==> src/rtl/deadlock_mon_pkg.sv <==
// Shared constants and helpers for the kernel deadlock monitor.
package deadlock_mon_pkg;

  localparam int unsigned DEFAULT_N_AXIS    = 4;
  localparam int unsigned DEFAULT_N_INST    = 1;
  localparam int unsigned DEFAULT_THRESHOLD = 64;

  // Ceiling log2; callers pass THRESHOLD+1, so the result is never 0.
  function automatic int unsigned clog2(input int unsigned value);
    int unsigned v;
    int unsigned r;
    v = value - 1;
    r = 0;
    while (v > 0) begin
      r = r + 1;
      v = v >> 1;
    end
    return r;
  endfunction

endpackage

==> src/rtl/deadlock_persist_counter.sv <==
// Saturating persistence counter: hit rises once cond has held for THRESHOLD edges.
module deadlock_persist_counter
  import deadlock_mon_pkg::*;
#(
  parameter int unsigned THRESHOLD = DEFAULT_THRESHOLD
) (
  input  logic clock,
  input  logic reset,
  input  logic cond,
  output logic hit
);

  localparam int unsigned CNT_W = clog2(THRESHOLD + 1);
  localparam logic [CNT_W-1:0] THR    = CNT_W'(THRESHOLD);
  localparam logic [CNT_W-1:0] THR_M1 = CNT_W'(THRESHOLD - 1);

  logic [CNT_W-1:0] r_cnt;
  logic             r_hit;
  logic             w_near;

  // cnt never exceeds THRESHOLD, so ">= THRESHOLD-1" reduces to these two values.
  assign w_near = (r_cnt == THR_M1) || (r_cnt == THR);

  always_ff @(posedge clock or posedge reset) begin
    if (reset) begin
      r_cnt <= '0;
      r_hit <= 1'b0;
    end else begin
      r_hit <= cond && w_near;
      if (!cond) begin
        r_cnt <= '0;
      end else if (r_cnt != THR) begin
        r_cnt <= r_cnt + CNT_W'(1);
      end
    end
  end

  assign hit = r_hit;

endmodule

==> src/rtl/deadlock_idx0_monitor.sv <==
// Kernel deadlock detector: every process idle or stream-stalled, with at least
// one real stall, for THRESHOLD consecutive edges.
module deadlock_idx0_monitor
  import deadlock_mon_pkg::*;
#(
  parameter int unsigned N_AXIS    = DEFAULT_N_AXIS,
  parameter int unsigned N_INST    = DEFAULT_N_INST,
  parameter int unsigned THRESHOLD = DEFAULT_THRESHOLD
) (
  input  logic              clock,
  input  logic              reset,
  input  logic [N_AXIS-1:0] axis_block_sigs,
  input  logic [N_AXIS-1:0] inst_idle_sigs,
  input  logic [N_INST-1:0] inst_block_sigs,
  output logic              block
);

  logic w_quiet;
  logic w_stalled;
  logic w_cond;

  // A fully idle kernel is finished, not deadlocked: require a genuine stall.
  assign w_quiet   = &(axis_block_sigs | inst_idle_sigs);
  assign w_stalled = (|axis_block_sigs) || (|inst_block_sigs);
  assign w_cond    = w_quiet && w_stalled;

  deadlock_persist_counter #(
    .THRESHOLD(THRESHOLD)
  ) u_persist (
    .clock(clock),
    .reset(reset),
    .cond (w_cond),
    .hit  (block)
  );

endmodule

==> config.mk <==
export PLATFORM = sky130hd
export DESIGN_NAME = deadlock_idx0_monitor
export DESIGN_NICKNAME = d
export VERILOG_FILES = /design/src/rtl/deadlock_mon_pkg.sv /design/src/rtl/deadlock_persist_counter.sv /design/src/rtl/deadlock_idx0_monitor.sv
export SDC_FILE = /design/constraint.sdc
export NUM_CORES = 1
export LEC_CHECK = 0
export CAP_MARGIN = 25
export CORE_AREA = 2 2 39 41
export DETAILED_ROUTE_END_ITERATION = 12
export DIE_AREA = 0 0 41 43
export PLACE_DENSITY_LB_ADDON = 0.08
export SKIP_LAST_GASP = 1
export SLEW_MARGIN = 20
export SYNTH_ARGS = -nofsm -noshare
export SYNTH_HDL_FRONTEND = slang
export SYNTH_SLANG_ARGS = --single-unit
==> constraint.sdc <==
create_clock -name clock -period 1.17 [get_ports clock]
set_input_delay 0.1755 -clock clock [delete_from_list [all_inputs] [get_ports clock]]
set_output_delay 0.1755 -clock clock [all_outputs]
set_load 0.1 [all_outputs]
# Word-level counts from Yosys, hierarchy flattened
# Index checks and enable logic that the tools add are counted.
# Widths: inputs -> output; s select.
[word_totals]
register_bits = 8
in_bits = 11
out_inout_bits = 1
elab_cells = 16
[op_classes]
add_sub_neg = 1
eq_ne = 4
mux = 2
bitwise = 1
reduce_logical = 6
[op_table]
columns = ["op", "count"]
rows = [
  ["$mux 7", 2],
  ["$add 7x1->7 const B", 1],
  ["$eq 7x6->1 const B", 1],
  ["$eq 7x7->1 const B", 1],
  ["$ne 7x7->1 const B", 1],
  ["$or 4x4->4", 1],
  ["$reduce_and 4->1", 1],
  ["$reduce_or 4->1", 1],
  ["$logic_and 1x1->1", 2],
  ["$logic_or 1x1->1", 2],
  ["$ne 2x2->1 const B", 1],
]

# Depth between registers and ports, before layout
[depth]
word_depth = 4
mapped_depth = 5
ltp_nobuf = 5

# Cells and area by module
# Synthesis repeated with hierarchy kept, for this count alone.
[hier_totals]
cells_unflattened = 44
area_unflattened_um2 = 439.2
[modules_own_cells]
columns = ["module", "n_inst", "cells_each", "area_per_inst_um2", "seq_area_each_um2"]
rows = [
  ["deadlock_persist_counter", 1, 39, 409.1, 200.2],
  ["deadlock_idx0_monitor", 1, 5, 30.0, 0.0],
]

# Worst setup path after synthesis
# OpenSTA, ideal clock, no wires.
[synth_path]
kind = "register -> register"
start = "reg u_persist.r_cnt[2]"
end = "reg u_persist.r_cnt[2]"
arrival_ns = 1.066
required_ns = 1.037
setup_slack_ns = -0.029
stages_incl_launch_ff = 4
path_buffers = 0
cell_sequence = "dfrtp_1 > nor4_4 > a311o_2 > a21oi_1"
[synth_via]
elab_chain_len = 3
[synth_lines]
columns = ["item", "line", "text"]
rows = [
  ["start, declared", "deadlock_persist_counter.sv:17", "logic [CNT_W-1:0] r_cnt;"],
  ["start signal, assigned", "deadlock_persist_counter.sv:33", "r_cnt <= r_cnt + CNT_W'(1);"],
  ["$add 7x1->7", "deadlock_persist_counter.sv:33", ""],
  ["$mux 7", "deadlock_persist_counter.sv:32", "end else if (r_cnt != THR) begin"],
  ["$mux 7", "deadlock_persist_counter.sv:30", "if (!cond) begin"],
]
# Several ways; a longest one is shown, not always the timed one. The select of a mux whose other input is x is not followed.
# A chain may end at the register's enable or synchronous reset.

# Worst setup path after layout
[layout_path]
start = "reg u_persist.r_cnt[3]"
end = "reg u_persist.r_cnt[2]"
[layout_via]
elab_chain_len = 2
[layout_lines]
columns = ["item", "line"]
rows = [
  ["$ne 7x7->1", "deadlock_persist_counter.sv:32"],
  ["$ne 2x2->1 (no line)", "--"],
]
# No other way between the ends.

==> impl_metrics.py <==
metrics = {
    "run_status": {
        "status": "finished, violations left",
        "violations": "setup timing",
    },
    "timing": {
        "period_share_pct": 105,
        "slew_headroom_pct": 75.9,
        "rsz0062_at_grt": "true",
        "finalSetupViolCount": 6,
        "worst_slew_pin_slew_ns": 0.359,
        "hold_viol_final": 0,
        "final.setup.worst_slack_ns": -0.0551,
        "skew_ns": 0.00577,
        "max_freq_ghz": 0.816,
        "slew_violations": 0,
        "post-route-min-period_ns": 1.23,
    },
    "cts": {
        "cts-root-buf": "clkbuf_4",
        "path_clk_slew_ns": 0.06,
        "clk_latency_ns": 0.26,
        "cts_buffers": 3,
        "h-tree-depth": 1,
        "cts_tree": "yes",
        "cts_sinks": 8,
        "clockBufferDepth": 2,
    },
    "placement": {
        "portBuffers": 11,
        "place_inst": 80,
        "place_congestion": 0.763,
        "dp_hpwl_um": 800,
    },
    "yosys": {
        "yosysMostFrequentCell": "dfrtp_1",
        "synthDistinctLibCells": 18,
        "synth_area_per_cell_um2": 10.5,
        "yosysSeqAreaShare_pct": 43.2,
        "yosysWarnings": 0,
        "synth_fp_nets": 57,
        "synth_common_cells": "dfrtp_1 (8), a21oi_1 (6), inv_1 (5)",
        "ys.flop_type": "dfrtp_1",
        "syn_inst": 44,
        "synth.area.top_cells": "dfrtp_1 (43%), a21oi_1 (6.5%), o221ai_4 (5.7%)",
        "async_flop_share_pct": 100,
        "synth_top_area_share_pct": 43.2,
        "synth-edff-count": 0,
        "syn_area_um2": 463,
        "synth_seq_cells": 8,
        "yosysTopAreaCell": "dfrtp_1",
    },
    "min_path": {
        "hp-class": "input port to asynchronous set/reset pin",
    },
    "global_route": {
        "antenna_found_initial": 0,
        "grt_first_pass_wirelength_um": 1730,
        "grt_pass1_vias": 423,
        "grt_max_degree": 9,
        "grtUsageTotal_pct": 15.0,
        "grt_overflow": 0,
    },
    "finish": {
        "drive_gt1_share_pct": 40.6,
        "finalCoreUtilization_pct": 53.3,
        "fin_cells": 85,
        "nNetsFinal": 84,
        "insertedDiodeCount": 0,
        "area_delta_synth_final_pct": 59.2,
    },
    "setup_path": {
        "endpoint_kind": "register",
        "required_ns": 1.30,
        "cp.buffers_inverters": 0,
        "arrival_ns": 1.36,
        "worstPathCellList": "nor4_4 > a311o_2 > a21oi_2",
        "r2r_setup_slack_ns": -0.06,
        "critical_path_class": "register to register",
        "slowest_stage": "dfrtp_1",
        "cpLargestDelayFamily": "flip-flops",
        "cpPeakStageDelay_ns": 0.42,
        "critPathLaunchType": "register",
        "path_max_fanout": 6,
    },
    "detailed_routing": {
        "drc": 0,
        "drt_iter0_drc": 2,
        "ant_nets": 0,
        "wl_per_cell_um": 12.3,
        "totalWireLength_um": 1050,
        "first_pass_iters": 2,
        "num_vias": 430,
        "avgViaCountPerCell": 5.06,
    },
    "floorplan": {
        "die_area_um2": 1760,
        "io_pins": 12,
        "rows": 14,
        "dieWidth_um": 41,
        "core_area_um2": 1380,
        "start_util_pct": 33.5,
        "die_h_um": 43,
    },
    "job": {
        "maxCapViolCount": 0,
    },
    "power": {
        "power_density_nw_per_um2": 847,
        "power_leakage_nw": 0.301,
        "irDropWorstVdd_uv": 606,
    },
}
## area by class of cell
class / count / area (µm²)
clock buffers: 3 / 22.5
repair buffers: 22 / 198
multi-input cells: 31 / 277
well taps: 16 / 20.0
fillers: 128 / 647
inverters: 5 / 18.8
flip-flops and latches: 8 / 201
## cell families after synthesis
family	Yosys count	synth area share [%]
AND/OR/NAND/NOR	13	18.6
buffers and inverters	5	4.05
adder cells (fa/ha/maj)	2	5.40
flip-flops	8	43.2
AO/OA/AOI/OAI	14	24.9
XOR/XNOR	2	3.78
## registers in the layout, indices dropped and copies added, names as in the netlist
name and count:
u_persist.r_cnt 7, u_persist.hit 1
## worst paths after layout
path	endpoint	start	depth (start not counted)
max reg2reg	u_persist.r_cnt[2]	u_persist.r_cnt[3]	3
min in group clock	u_persist.r_cnt[2]	axis_block_sigs[2]	4
max	u_persist.r_cnt[2]	u_persist.r_cnt[3]	3
min	u_persist.r_cnt[6]	reset	2
min reg2reg	u_persist.r_cnt[6]	u_persist.r_cnt[6]	2
max in group asynchronous	u_persist.r_cnt[2]	reset	2
## repair_timing
| action | 4_1_cts | 5_1_grt |
|---|---|---|
| setup endpoints to repair | 8 | 7 |
| hold endpoints to repair | 0 | 0 |
| buffers inserted | 2 | 0 |
| pin swaps | 10 | 2 |
| resized for setup | 10 | 3 |
| hold buffers | 0 | 0 |
## per-layer routing
layer	global-route usage, %	wire length (µm)	vias up
met5	0	0	-
met2	23.8	555	11
met3	7.85	50	2
met1	16.1	431	202
li1	-	-	215
met4	6.00	11	0
## where the power goes
group	switching (mW)	internal, mW	leakage [nW]
clock	0.0948	0.117	0.0138
sequential	0.00974	0.284	0.109
combinational	0.0511	0.0674	0.178
total	0.156	0.469	0.301
## placed cells by master, fill, tap and decap left out, drive strengths merged
| cell | n |
|---|---|
| buf | 12 |
| o221ai | 1 |
| or3 | 2 |
| clkbuf | 3 |
| nand2 | 2 |
| a21oi | 6 |
| o41a | 1 |
| o22a | 1 |
| nor2 | 2 |
| nand3 | 4 |
| nor4 | 1 |
| nand4 | 2 |
| ha | 2 |
| o21ai | 2 |
| dfrtp | 8 |
| clkdlybuf4s50 | 6 |
| dlygate4sd2 | 4 |
| inv | 5 |
| xor2 | 2 |
| a311o | 1 |
| a31o | 2 |
## metrics by stage
stage | total power, mW | setup TNS, ns | area (µm²) | setup slack [ns] | hold WS (ns)
floorplan | 0.351 | -0.0391 | 463 | -0.0237 | -0.00884
global placement | 0.409 | -2.96 | 671 | -0.382 | 0.433
detailed placement | 0.414 | -3.25 | 671 | -0.421 | 0.440
CTS | 0.625 | -0.202 | 718 | -0.0573 | 0.176
global route | 0.673 | -0.716 | 737 | -0.119 | 0.190
finish | 0.624 | -0.227 | 737 | -0.0551 | 0.167
(Power assumes the default switching activity.)
